==> config.mk <==
export PLATFORM = sky130hd
export DESIGN_NAME = fetch_unit
export DESIGN_NICKNAME = d
export VERILOG_FILES = /design/src/rtl/fetch_pkg.sv /design/src/rtl/fetch_fifo.sv /design/src/rtl/fetch_unit.sv
export SDC_FILE = /design/constraint.sdc
export NUM_CORES = 1
export LEC_CHECK = 0
export BUFFER_PORTS_ARGS = -buffer_cell sky130_fd_sc_hd__buf_4
export CELL_PAD_IN_SITES_DETAIL_PLACEMENT = 0
export CELL_PAD_IN_SITES_GLOBAL_PLACEMENT = 1
export CORE_MARGIN = 2
export CORE_UTILIZATION = 45
export DETAILED_ROUTE_END_ITERATION = 10
export GPL_TIMING_DRIVEN = 1
export HOLD_SLACK_MARGIN = 0.15
export PLACE_DENSITY_LB_ADDON = 0.1
export SETUP_SLACK_MARGIN = 0.2
export SLEW_MARGIN = 20
export SYNTH_ARGS = -nofsm -noshare
export SYNTH_HDL_FRONTEND = slang
export SYNTH_SLANG_ARGS = --single-unit
==> constraint.sdc <==
create_clock -name clk -period 6.9 [get_ports clk]
set_clock_uncertainty 0.2 [all_clocks]
set_input_delay 0.69 -clock clk [delete_from_list [all_inputs] [get_ports clk]]
set_output_delay 0.69 -clock clk [all_outputs]
set_load 0.005 [all_outputs]
==> src/rtl/fetch_pkg.sv <==
// Shared types and helpers for the instruction-fetch stage.
package fetch_pkg;

    // Instruction value presented to IF/ID when nothing is buffered.
    localparam logic [31:0] NOP_INSTR = 32'h00000000;

    // One buffered fetch: the address it came from and the returned word.
    typedef struct packed {
        logic [31:0] pc;
        logic [31:0] instr;
    } fetch_entry_t;

    // Pointer width for a FIFO of the given depth (at least one bit).
    function automatic int ptr_w(input int depth);
        return (depth > 1) ? $clog2(depth) : 1;
    endfunction

endpackage

==> src/rtl/fetch_fifo.sv <==
// Generic show-ahead synchronous FIFO with flush. The head word is visible on
// dout without a read strobe; pop consumes it at the clock edge. A push in the
// same cycle as flush is dropped. Pop on empty is ignored.
module fetch_fifo
    import fetch_pkg::*;
#(
    parameter int WIDTH = 32,
    parameter int DEPTH = 2,
    localparam int PW   = ptr_w(DEPTH)
) (
    input  logic             clk,
    input  logic             rst,
    input  logic             flush,
    input  logic             push,
    input  logic [WIDTH-1:0] din,
    input  logic             pop,
    output logic [WIDTH-1:0] dout,
    output logic             empty,
    output logic [PW:0]      count
);

    logic [WIDTH-1:0] mem [DEPTH];
    logic [PW-1:0]    wr_ptr;
    logic [PW-1:0]    rd_ptr;
    logic             push_ok;
    logic             pop_ok;

    assign push_ok = push && !flush;
    assign pop_ok  = pop && !flush && !empty;
    assign empty   = (count == '0);
    assign dout    = mem[rd_ptr];

    // Storage array; contents are don't-care until written, so no reset.
    always_ff @(posedge clk) begin
        if (push_ok)
            mem[wr_ptr] <= din;
    end

    // Pointer and occupancy bookkeeping; flush empties in one cycle.
    always_ff @(posedge clk or posedge rst) begin
        if (rst) begin
            wr_ptr <= '0;
            rd_ptr <= '0;
            count  <= '0;
        end else if (flush) begin
            wr_ptr <= '0;
            rd_ptr <= '0;
            count  <= '0;
        end else begin
            if (push_ok)
                wr_ptr <= wr_ptr + PW'(1);
            if (pop_ok)
                rd_ptr <= rd_ptr + PW'(1);
            count <= count + (PW+1)'(push_ok) - (PW+1)'(pop_ok);
        end
    end

endmodule

==> src/rtl/fetch_unit.sv <==
// Instruction-fetch stage: owns the PC, issues in-order requests to a
// variable-latency instruction memory, buffers responses in a show-ahead FIFO
// and presents the head to IF/ID. Redirects flush the buffer and discard any
// responses still in flight.
// Optional build macro FETCH_PERF_EN adds saturating pop/discard counters.
module fetch_unit
    import fetch_pkg::*;
#(
    parameter int          DEPTH    = 2,
    parameter logic [31:0] RESET_PC = 32'h00000000
) (
    input  logic        clk,
    input  logic        rst,
    input  logic        StallF,
    input  logic        PCSrcE,
    input  logic [31:0] PCTargetE,
    output logic        imem_req,
    output logic [31:0] imem_addr,
    input  logic        imem_ready,
    input  logic        imem_rvalid,
    input  logic [31:0] imem_rdata,
    output logic [31:0] instruction,
    output logic [31:0] PCF,
    output logic [31:0] PCPlus4F,
    output logic        fetch_valid
`ifdef FETCH_PERF_EN
    ,
    output logic [31:0] perf_fetched,
    output logic [31:0] perf_dropped
`endif
);

    localparam int PW = ptr_w(DEPTH);
    localparam int EW = $bits(fetch_entry_t);

    logic [31:0]   pc;
    logic [PW:0]   drop_cnt;
    logic [PW:0]   outstanding;   // occupancy of the PC queue
    logic [PW:0]   fifo_count;
    logic          fifo_empty;
    logic          pcq_empty;
    logic [31:0]   pcq_head;
    logic [EW-1:0] fifo_dout;
    fetch_entry_t  head;
    fetch_entry_t  rsp_entry;
    logic          credit_ok;
    logic          accept;
    logic          discard;
    logic          push_instr;
    logic          pop;
    logic          rsp_acct;

    // Every outstanding request already owns a FIFO slot, so the FIFO can
    // never overflow however late the responses arrive.
    assign credit_ok  = ({1'b0, outstanding} + {1'b0, fifo_count}) < (PW+2)'(DEPTH);
    assign imem_req   = !rst && credit_ok && !PCSrcE;
    assign imem_addr  = pc;
    assign accept     = imem_req && imem_ready;

    // A response is stale if it predates a redirect (pending drops) or lands
    // in the redirect cycle itself.
    assign rsp_acct   = imem_rvalid && !pcq_empty;
    assign discard    = imem_rvalid && (PCSrcE || drop_cnt != '0);
    assign push_instr = rsp_acct && !discard;
    assign pop        = fetch_valid && !StallF && !PCSrcE;

    assign rsp_entry.pc    = pcq_head;
    assign rsp_entry.instr = imem_rdata;
    assign head            = fetch_entry_t'(fifo_dout);

    assign fetch_valid = !fifo_empty;
    assign instruction = fetch_valid ? head.instr : NOP_INSTR;
    assign PCF         = fetch_valid ? head.pc : 32'h0;
    assign PCPlus4F    = fetch_valid ? head.pc + 32'd4 : 32'h0;

    // Addresses of issued requests, paired with responses in order.
    fetch_fifo #(.WIDTH(32), .DEPTH(DEPTH)) u_pc_queue (
        .clk   (clk),
        .rst   (rst),
        .flush (1'b0),
        .push  (accept),
        .din   (pc),
        .pop   (imem_rvalid),
        .dout  (pcq_head),
        .empty (pcq_empty),
        .count (outstanding)
    );

    // Returned instructions with their PCs, awaiting IF/ID.
    fetch_fifo #(.WIDTH(EW), .DEPTH(DEPTH)) u_instr_fifo (
        .clk   (clk),
        .rst   (rst),
        .flush (PCSrcE),
        .push  (push_instr),
        .din   (rsp_entry),
        .pop   (pop),
        .dout  (fifo_dout),
        .empty (fifo_empty),
        .count (fifo_count)
    );

    // PC update: redirect wins, otherwise advance on an accepted request.
    always_ff @(posedge clk or posedge rst) begin
        if (rst)
            pc <= RESET_PC;
        else if (PCSrcE)
            pc <= PCTargetE;
        else if (accept)
            pc <= pc + 32'd4;
    end

    // Stale-response counter: on redirect, everything still outstanding after
    // this cycle's response must be thrown away (no accept in that cycle).
    always_ff @(posedge clk or posedge rst) begin
        if (rst)
            drop_cnt <= '0;
        else if (PCSrcE)
            drop_cnt <= outstanding - (PW+1)'(rsp_acct);
        else if (imem_rvalid && drop_cnt != '0)
            drop_cnt <= drop_cnt - (PW+1)'(1);
    end

`ifdef FETCH_PERF_EN
    // Saturating counts of instructions handed to IF/ID and responses dropped.
    always_ff @(posedge clk or posedge rst) begin
        if (rst) begin
            perf_fetched <= '0;
            perf_dropped <= '0;
        end else begin
            if (pop && perf_fetched != '1)
                perf_fetched <= perf_fetched + 32'd1;
            if (discard && perf_dropped != '1)
                perf_dropped <= perf_dropped + 32'd1;
        end
    end
`endif

endmodule

* Yosys cells after proc, flatten, opt, wreduce, memory -nomap -nowiden
Memory sizes are Yosys's and may differ from the RTL's. Cells that the tools add are included.
Word-level totals: register bits 42, RAM bits 192, output and inout bits 130, logic and storage cells 66, memories 2
Memories:
- u_instr_fifo.mem | depth 2, width 64, read ports 1, clocked after memory_dff 0, write ports 1, line fetch_fifo.sv:22 | logic [WIDTH-1:0] mem [DEPTH];
- u_pc_queue.mem | depth 2, width 32, read ports 1, clocked after memory_dff 0, write ports 1, line fetch_fifo.sv:22
Operators by class: add/subtract/negate cells 13, order comparisons 1, multiplexer cells 16, reductions and logical operators 26
Operator list (number):
- $mux W32 | 5
- $add A32 B3 Y32 const B | 2
- $logic_and A1 B1 Y1 | 12
- $reduce_bool A2 Y1 | 5
- $mux W1 | 8
- $logic_not A1 Y1 | 6
- $mux W2 | 3
- $sub A2 B1 Y2 | 3
- $add A1 B1 Y1 const B | 4
- $add A2 B1 Y2 | 2
- $logic_not A2 Y1 | 2
- $add A2 B2 Y3 | 1
- $lt A3 B2 Y1 const B | 1
- $sub A2 B1 Y2 const B | 1
- $logic_or A1 B1 Y1 | 1

* Depth between registers and ports, before layout
Gate-level depths: netlist of run 1.
depth in word-level cells 9, mapped depth 11, depth with buffers taken out 9

* Modules after synthesis
A second synthesis of run 1 with hierarchy kept.
Second synthesis, totals: cells, all modules 788, area total of the unflattened synthesis 10792.9 µm²
Modules (own cells, without submodules):
- fetch_fifo (u_instr_fifo) | times used 1, cells an instance 222, area an instance 4855.9 µm²
- fetch_unit | times used 1, cells an instance 443, area an instance 3369.5 µm²
- fetch_fifo (u_pc_queue) | times used 1, cells an instance 123, area an instance 2567.5 µm²

* Least setup slack after synthesis of run 1
OpenSTA, ideal clock, no wires.
kind in2reg, from in PCSrcE, to mem u_instr_fifo.mem[0][0] (netlist bit) (enable), setup time 565 ps, data arrival time 5699 ps, data required time 6135 ps, setup slack 436 ps, stages on the path 4, path buffers 3, cells stage by stage clkbuf_1 -> clkbuf_1 -> clkbuf_1 -> nor3_1
On the way: cells in the longest elaborated chain, start to end 7, elaborated cells between the ends (all ways) 8
RTL lines:
- start, declared | line fetch_unit.sv:15 | input logic PCSrcE,
- $logic_or A1 B1 Y1 | line fetch_unit.sv:63 | assign discard = imem_rvalid && (PCSrcE || drop_cnt != '0);
- $logic_and A1 B1 Y1 | line fetch_unit.sv:63
- $logic_not A1 Y1 | line fetch_unit.sv:64 | assign push_instr = rsp_acct && !discard;
- $logic_and A1 B1 Y1 | line fetch_unit.sv:64
- $logic_and A1 B1 Y1 (*) | line fetch_fifo.sv:28 | assign push_ok = push && !flush;
- $mux W1 (*) | line fetch_fifo.sv:35 | if (push_ok)
- $mux W1 (not written as such) (*) | line fetch_fifo.sv:36 | mem[wr_ptr] <= din;
- end, declared | line fetch_fifo.sv:22
Every way passes the cells marked *; elsewhere a longest branch is shown, timed or not.

* Worst setup path in the final report of run 1
from reg u_instr_fifo.rd_ptr, to out PCPlus4F[28]
On the way: cells in the longest elaborated chain, start to end 3
RTL lines:
- start, declared | line fetch_fifo.sv:24 | logic [PW-1:0] rd_ptr;
- start signal, assigned | line fetch_fifo.sv:53 | rd_ptr <= rd_ptr + PW'(1);
- $mem_v2 Z2 W64
- $add A32 B3 Y32 | line fetch_unit.sv:74 | assign PCPlus4F = fetch_valid ? head.pc + 32'd4 : 32'h0;
- $mux W32 | line fetch_unit.sv:74
- end, declared | line fetch_unit.sv:24 | output logic [31:0] PCPlus4F,
No other way between the ends.

==> results.cfg, run 1 <==
[final_layout]
syn_to_final_growth_pct = 25.6
fin_nets = 1105
design_area_um2 = 13400
final_cell_mix = buf_4 (210), edfxtp_1 (192), nor2_1 (95), nand2_1 (58), mux2i_1 (55)
antennaDiodeCount = 0
drive_gt1_share_pct = 29.3
seqCellArea_um2 = 6820
nFillCells = 2036
multi_input_area_um2 = 3600
final_common_cell = buf_4

[clock_network]
root_buffer = clkbuf_16
htreeDepth = 1
path_clk_slew_ns = 0.06
numCtsBuffers = 25
clockBufferDepth = 3
clkLatencyLatePin_ns = 0.50
cts_tree = built
clock_sinks = 234

[sta]
tns_ns = 0
final_max_slew_viol_count = 0
grt_setup_unrepaired = no
min_period_ns = 4.25
worst_pin_slew_ns = 0.893
timing.slew.headroom_pct = 40.4
finalSetupViolations = 0
fin_crit_sh_pct = 61.6
finalHoldViolations = 0
fmax_ghz = 0.235

[critical_path]
worstSetupStartpointType = register
critPathTopFamily = flip-flops
crit_slowest_cell = dfrtp_4
path_cells = mux2i_1, a221oi_4, nand4_4, nor4b_2, mux2_1, buf_4
worst-setup-path-type = reg -> out
endpoint_kind = output port
worstPathMaxFanout = 66
crit_arrival_ns = 3.36
cp.buffers_inverters = 1
cp_slowest_stage_delay_ns = 0.89
critPathRequiredTime_ns = 6.01

[route]
via_count = 7205
drt_iter0_markers = 328
vias_per_cell = 5.28
wl_um = 24000
drtPass1Iterations = 5
drc = 0
drt.antenna.violating_nets = 0
wl_per_cell_um = 17.6

[synth]
yosysTopAreaCell = edfxtp_1
synth.top_cell.area_share_pct = 54.1
ys_ff_latch = 234
synthArstFlopShare_pct = 17.9
yosys-top-cells-area = edfxtp_1 (54%), dfrtp_1 (9.9%), mux2i_1 (5.2%), mux2_2 (4.2%), nor2_1 (3.4%)
synth_area_per_cell_um2 = 13.0
synthDistinctLibCells = 62
synth_area_um2 = 10700
syn_inst = 820
ys_seq_area_share_pct = 63.9
synth_top_flop_cell = edfxtp_1
synth_nets = 898
ys_warn_count = 0
synth_edf_count = 192

[power]
finalPower_mw = 4.00
p_leak_nw = 5.00
ir_drop_mv = 0.140
p_per_area_nw_per_um2 = 299

[placement]
postPlaceCellArea_um2 = 12400
finalWeightedCongestion = 0.778
dpl.hpwl_um = 16200
port_buffers = 199

[grt]
overflow = 0
grt_max_degree = 84
first_global_vias = 6826
antenna_found_initial = 0
grt_usage_pct = 18.7
grt_pass1_wl_um = 36900

[run]
max_cap_violations = 0

[status]
status = completed

[floorplanning]
fp.coreArea_um2 = 23400
fp.dieH_um = 158
initial_core_util_pct = 45.6
dieArea_um2 = 24900
fp.dieW_um = 158
pin_count = 200
core.rowCount = 56

[worst_hold_path]
min_path_type = in -> async
-- per-layer routing --
metal | share of wire [%] | global-route usage (%) | routed length, um | up-vias
met5 | 0 | 0 | 0 | -
met4 | 1.4 | 4.12 | 344 | 0
met3 | 6.7 | 3.23 | 1600 | 28
met2 | 45 | 29.4 | 10800 | 225
met1 | 47 | 27.3 | 11300 | 3455
li1 | - | - | - | 3497
-- kinds of logic (layout without fill, tap and decap cells) --
| logic type | after synthesis | after routing | share of synthesized area [%] |
|---|---|---|---|
| AND/OR/NAND/NOR | 294 | 294 | 14.0 |
| buffers and inverters | 58 | 283 | 2.48 |
| XOR/XNOR | 22 | 22 | 1.81 |
| multiplexers | 97 | 97 | 9.60 |
| AO/OA/AOI/OAI | 107 | 107 | 7.16 |
| adder cells (fa/ha/maj) | 8 | 8 | 1.01 |
| flip-flops | 234 | 234 | 63.9 |
-- cells in the mapped netlist (all sizes together) (2+ instances only) --
| cell type | instances |
|---|---|
| ha | 7 |
| and3 | 7 |
| o211ai | 6 |
| a21oi | 15 |
| and4 | 2 |
| a22oi | 6 |
| a211o | 2 |
| o21ai | 27 |
| o41ai | 2 |
| or3 | 3 |
| inv | 13 |
| nand4 | 16 |
| xnor2 | 16 |
| buf | 20 |
| nand3 | 37 |
| nand3b | 7 |
| a221o | 6 |
| and2 | 13 |
| o31ai | 5 |
| mux2i | 55 |
| nor3 | 14 |
| xor2 | 6 |
| nor4 | 7 |
| a32oi | 4 |
| dfrtp | 42 |
| a41oi | 2 |
| mux2 | 42 |
| nor2b | 16 |
| or4 | 3 |
| o31a | 3 |
| nor2 | 97 |
| nand2 | 58 |
| clkbuf | 25 |
| o311ai | 9 |
| nand2b | 8 |
| edfxtp | 192 |
| a31oi | 7 |
| a32o | 5 |
-- path summary, 6_finish.rpt --
kind | startpoint | to | slack, ns | depth (start not counted)
worst max-delay path | u_instr_fifo.rd_ptr$_DFFE_PP0P_ | PCPlus4F[28] | 2.65 | 6
max in group asynchronous | rst | u_instr_fifo.rd_ptr$_DFFE_PP0P_ | 5.42 | 3
worst min-delay path | rst | imem_addr[16]$_DFFE_PP0P_ | 0.18 | 2
worst min register to register | u_pc_queue.rd_ptr$_DFFE_PP0P_ | u_pc_queue.rd_ptr$_DFFE_PP0P_ | 0.27 | 1
min in group clk | imem_rdata[0] | u_instr_fifo.mem[0][0]$_DFFE_PP_ | 0.18 | 1
worst max register to register | u_instr_fifo.count[0]$_DFF_PP0_ | imem_addr[15]$_DFFE_PP0P_ | 3.21 | 11
-- layout make-up --
| class | instances | area share [%] |
|---|---|---|
| repair buffers | 225 | 12.9 |
| flip-flops and latches | 234 | 50.9 |
| well taps | 319 | 2.98 |
| inverters | 13 | 0.364 |
| multi-input cells | 528 | 26.9 |
| clock inverters | 11 | 0.850 |
| clock buffers | 34 | 5.15 |
-- metrics by stage --
step / instances / hold slack (ns) / setup WS, ns / util [%]
floorplan: 820 / 0.261 / 0.436 / -
global placement: 1304 / 0.256 / 3.19 / 53.2
global route: 1364 / 0.153 / 2.43 / 57.2
detailed placement: 1304 / 0.261 / 3.13 / 53.2
finish: 1364 / 0.175 / 2.65 / 57.2
CTS: 1359 / 0.150 / 2.59 / 57.0
-- power breakdown --
group	switching, mW	total (mW)	leakage (nW)	internal (mW)
registers	0.115	1.81	2.25	1.70
clock network	0.512	1.29	0.393	0.774
logic	0.470	0.906	2.36	0.436
-- state kept, by name (all words and copies together) (netlist names) --
name	cells
u_instr_fifo.wr_ptr	1
u_instr_fifo.mem	128
u_pc_queue.wr_ptr	1
drop_cnt	2
u_pc_queue.mem	64
u_instr_fifo.rd_ptr	1
u_instr_fifo.count	2
u_pc_queue.rd_ptr	1
imem_addr	32
u_pc_queue.count	2
-- what timing repair did --
action,CTS,global route
gates resized for setup,0,0
endpoints found under the hold margin,20,8
hold buffers,10,5
buffers inserted,0,0
Note: power is estimated with default switching activity, not from simulation.
==> run 2, diff against run 1 <==
==> constraint.sdc (replaced) <==
create_clock -name clk -period 4.5 [get_ports clk]
set_clock_uncertainty 0.2 [all_clocks]
set_input_delay 0.45 -clock clk [delete_from_list [all_inputs] [get_ports clk]]
set_output_delay 0.45 -clock clk [all_outputs]
set_load 0.005 [all_outputs]
==> run 2 against run 1 <==
Against the previous run:
- highest routed layer unchanged
- die area stayed put
- total power is 57% higher
- combinational power is 59% higher
- largest power group unchanged
==> results.cfg, run 2 (synthesis gave the netlist of run 1 again) <==
[final_layout]
nFillCells = 1964
syn_to_final_growth_pct = 31.5
seqCellArea_um2 = 6820
antennaDiodeCount = 0
design_area_um2 = 14000
regMostFlops = u_instr_fifo.mem
final_common_cell = buf_4
fin_nets = 1164
largest_reg_flops = 128
final_cell_mix = buf_4 (216), edfxtp_1 (192), nor2_1 (95), dlygate4sd3_1 (68), nand2_1 (58)
multi_input_area_um2 = 3610
drive_gt1_share_pct = 28.2

[grt]
first_global_vias = 7130
grt_util_met3_pct = 3.31
grt_pass1_wl_um = 38800
met2_usage_pct = 31.1
antenna_found_initial = 0
met1_usage_pct = 29.2
grt_max_degree = 83
top_usage_layer = met2
grt_usage_pct = 19.8
overflow = 0

[placement]
port_buffers = 199
dpl.hpwl_um = 16500
postPlaceCellArea_um2 = 12500
finalWeightedCongestion = 0.774

[run]
max_cap_violations = 0

[power]
ir_drop_mv = 0.228
p_leak_nw = 5.27
p_per_area_nw_per_um2 = 449

[clock_network]
path_clk_slew_ns = 0.06
postCtsResizedCells = 0
clock_sinks = 234
htreeDepth = 1
clkLatencyLatePin_ns = 0.52
clockBufferDepth = 3
cts_tree = built
root_buffer = clkbuf_16
numCtsBuffers = 25

[sta]
timing.slew.headroom_pct = 37.6
worst_pin_slew_ns = 0.936
fmax_ghz = 0.262
tns_ns = 0
fin_crit_sh_pct = 84.9
grt_setup_unrepaired = no
min_period_ns = 3.82
finalHoldViolations = 0
final_max_slew_viol_count = 0
finalSetupViolations = 0

[critical_path]
worstSetupStartpointType = register
reg2reg_setup_slack_ns = 1.16
crit_arrival_ns = 3.17
r2r-start = u_instr_fifo.count[0]$_DFF_PP0_
reg2regPathDepth = 11
endpoint_kind = output port
critPathRequiredTime_ns = 3.85
worst-setup-path-type = reg -> out
worstPathMaxFanout = 45
reg2reg_to = imem_addr[30]$_DFFE_PP0P_

[route]
drt_iter0_markers = 371
via_count = 7411
vias_per_cell = 5.20
wl_um = 25100
wl_per_cell_um = 17.6
drtPass1Iterations = 5
drt.antenna.violating_nets = 0
drc = 0

[floorplanning]
fp.coreArea_um2 = 23400
pin_count = 200
dieArea_um2 = 24900
core.rowCount = 56
fp.dieH_um = 158
fp.dieW_um = 158
initial_core_util_pct = 45.6

[status]
status = completed

[worst_hold_path]
min_path_type = in -> reg
hold_depth = 4
hold_path_end = imem_addr[5]$_DFFE_PP0P_
min_from = imem_ready
[run 2: cell count changes in the layout (fill, tap and decap cells not counted), sizes merged]
cell and change:
clkbuf +2, dlygate4sd3 +53, buf +6, clkinv -3, inv +1, bufinv +1
[run 2: area by class of cell]
class / instances / share of cell area [%]
clock buffer: 36 / 5.04
multi-input combinational: 528 / 25.7
clock inverter: 10 / 0.982
sequential: 234 / 48.6
timing repair buffer: 284 / 16.4
tap: 319 / 2.85
inverter: 13 / 0.348
[run 2: power breakdown]
part,total (mW),switching [mW],internal (mW)
Clock,2.08,0.815,1.27
Sequential,2.78,0.181,2.60
Combinational,1.44,0.732,0.704
Total,6.30,1.73,4.57
[run 2: worst max-delay path by stage]
stage / start / to / slack, ns
floorplan: PCSrcE / u_instr_fifo.mem[0][0]$_DFFE_PP_ / 0.23
CTS: u_instr_fifo.rd_ptr$_DFFE_PP0P_ / PCPlus4F[28] / 0.65
global route: u_instr_fifo.rd_ptr$_DFFE_PP0P_ / PCPlus4F[30] / 0.43
detailed placement: u_instr_fifo.rd_ptr$_DFFE_PP0P_ / PCPlus4F[28] / 1.20
global placement: u_instr_fifo.rd_ptr$_DFFE_PP0P_ / PCPlus4F[28] / 1.21
finish: u_instr_fifo.rd_ptr$_DFFE_PP0P_ / PCPlus4F[29] / 0.68
[run 2: repair_timing]
item                                   CTS  global route
hold buffers                            68             0
endpoints found under the hold margin  117             0
setup buffers                            0             0
[run 2: routing by layer]
metal / vias to the layer above / share of wire, %
li1: 3614 / -
met1: 3543 / 48
met2: 226 / 45
met3: 28 / 6.0
met4: 0 / 1.3
met5: - / 0
[run 2: stage by stage]
| step | cells | hold WS (ns) | utilization (%) | power [mW] | setup WS (ns) |
|---|---|---|---|---|---|
| after floorplan | 820 | 0.261 | - | 3.61 | 0.234 |
| after global placement | 1310 | 0.283 | 53.4 | 4.21 | 1.21 |
| after detailed placement | 1310 | 0.293 | 53.4 | 4.22 | 1.20 |
| after CTS | 1424 | 0.227 | 59.9 | 6.36 | 0.650 |
| after global routing | 1424 | 0.256 | 59.9 | 6.62 | 0.431 |
| final | 1424 | 0.244 | 59.9 | 6.30 | 0.679 |
[run 2: critical path: stages, from the launching register on]
cell and delay (ns):
dfrtp_4 0.67, buf_4 0.50, a32o_1 0.32, nand4_1 0.31, nor4_2 0.36, mux2_1 0.35
buf_4 0.14
==> run 3, diff against run 2 <==
==> constraint.sdc (replaced) <==
create_clock -name clk -period 3.9 [get_ports clk]
set_clock_uncertainty 0.2 [all_clocks]
set_input_delay 0.39 -clock clk [delete_from_list [all_inputs] [get_ports clk]]
set_output_delay 0.39 -clock clk [all_outputs]
set_load 0.005 [all_outputs]
==> run 3 against run 2 <==
Against the previous run:
- utilization shrank 0.24 points
- first-iteration DRC count rose by 0.81%
- cell count about the same
- combinational power grew 16%
- worst hold slack worse by 0.041 ns
==> results.cfg, run 3 (synthesis gave the netlist of run 1 again) <==
[power]
ir_drop_mv = 0.309
clkPwrFrac_pct = 29.7
p_per_area_nw_per_um2 = 496
p_sw_mw = 1.94
seqPwrFrac_pct = 46.1
pwr-share-comb_pct = 24.1
switching_share_pct = 28.0
p_int_mw = 4.99
p_leak_nw = 5.24

[grt]
antenna_found_initial = 0
grt_util_met3_pct = 3.07
first_global_vias = 7080
overflow = 0
top_usage_layer = met2
met2_usage_pct = 30.3
grt_max_degree = 65
grt_pass1_wl_um = 38100
grt_usage_pct = 19.3
met1_usage_pct = 28.4

[clock_network]
path_clk_slew_ns = 0.06
htreeDepth = 1
root_buffer = clkbuf_16
clkLatencyLatePin_ns = 0.51
cts_tree = built
numCtsBuffers = 24
clockBufferDepth = 3
clock_sinks = 234

[placement]
post-place-ws_ns = 0.677
port_buffers = 199
finalWeightedCongestion = 0.794
dpl.hpwl_um = 16400

[critical_path]
worstSetupStartpointType = register
worstPathMaxFanout = 13
critPathTopFamily = simple AND/OR/NAND/NOR gates
r2r-start = u_instr_fifo.count[0]$_DFF_PP0_
crit_slowest_cell = dfrtp_4
worst-setup-path-type = reg -> out
cp_slowest_stage_delay_ns = 0.57
crit_arrival_ns = 2.91
reg2reg_setup_slack_ns = 0.53
cp-startpoint = u_instr_fifo.rd_ptr$_DFFE_PP0P_
cp.buffers_inverters = 1
path_cells = mux2_2, and3_1, nand4_4, nor4_2, mux2_1, buf_4
critPathRequiredTime_ns = 3.31
endpoint_kind = output port

[run]
max_cap_violations = 0

[final_layout]
final_core_util_pct = 59.7
final_common_cell = buf_4
antennaDiodeCount = 0
drive_gt1_share_pct = 28.3
largest_reg_flops = 128
regMostFlops = u_instr_fifo.mem
fin_nets = 1167
syn_to_final_growth_pct = 31.0
final_cell_mix = buf_4 (216), edfxtp_1 (192), nor2_1 (95), dlygate4sd3_1 (69), nand2_1 (58)

[floorplanning]
fp.dieH_um = 158
fp.coreArea_um2 = 23400
dieArea_um2 = 24900
initial_core_util_pct = 45.6
core.rowCount = 56
pin_count = 200
fp.dieW_um = 158

[status]
status = completed

[sta]
tns_ns = 0
min_period_ns = 3.50
timing.slew.headroom_pct = 37.7
hold_slack_ns = 0.203
finalHoldViolations = 0
grt_setup_unrepaired = no
final_max_slew_viol_count = 0
fin_crit_sh_pct = 89.9
setup_ws_ns = 0.395
finalSetupViolations = 0
worst_pin_slew_ns = 0.933
fmax_ghz = 0.285

[worst_hold_path]
min_from = PCSrcE
min_path_type = in -> reg

[route]
wl_um = 24400
vias_per_cell = 5.23
drc = 0
drt.antenna.violating_nets = 0
wl_per_cell_um = 17.1
drt_iter0_markers = 374
drtPass1Iterations = 5
via_count = 7446
[run 3: changes by cell type in the layout (fill, tap and decap cells not counted), moves of 2 or more]
cell       delta
bufinv_16     -3
clkinv_2      +3
clkbuf_1      -5
clkinv_1      +7
clkbuf_8      -4
buf_6         +2
[run 3: per-layer routing]
metal  wire [um]  vias up
met2       11000      241
met4         345        0
met1       11600     3556
li1            -     3623
met3        1570       26
met5           0        -
[run 3: final timing paths]
check / end / cells after the start
min in group asynchronous: u_instr_fifo.rd_ptr$_DFFE_PP0P_ / 3
setup / recovery: PCPlus4F[29] / 6
setup reg to reg: imem_addr[30]$_DFFE_PP0P_ / 11
hold / removal: u_instr_fifo.wr_ptr$_DFFE_PP0P_ / 2
max in group asynchronous: imem_addr[0]$_DFFE_PP0P_ / 4
hold reg to reg: u_pc_queue.mem[0][0]$_DFFE_PP_ / 0
[run 3: final cells by class]
cell class	instances	area (um^2)
fill	1993	9440
sequential	234	6820
multi-input combinational	528	3630
timing repair buffer	288	2350
clock buffer	27	633
tap	319	399
clock inverter	16	80.1
inverter	13	52.6
[run 3: power groups by stage]
stage | Clock (mW) | Combinational [mW] | Sequential, mW
after detailed placement | 0 | 1.61 | 3.25
after floorplan | 0 | 0.999 | 3.17
final | 2.06 | 1.67 | 3.20
after global placement | 0 | 1.60 | 3.25
after global routing | 2.22 | 1.86 | 3.23
after CTS | 2.13 | 1.68 | 3.20
[run 3: metrics by stage]
step | std cells | power [mW] | cell area (um^2)
3_5_place_dp | 1311 | 4.87 | 12500
2_1_floorplan | 820 | 4.17 | 10700
6_report | 1425 | 6.93 | 14000
3_3_place_gp | 1311 | 4.85 | 12500
5_1_grt | 1425 | 7.30 | 14000
4_1_cts | 1423 | 7.02 | 13900
[run 3: timing repair]
action                                 in CTS  in global routing
pin swaps                                   0                  1
hold buffers                               69                  0
endpoints found under the hold margin     122                  0
resized for setup                           2                  3
setup endpoints to repair                   3                  7
buffers inserted                            0                  2
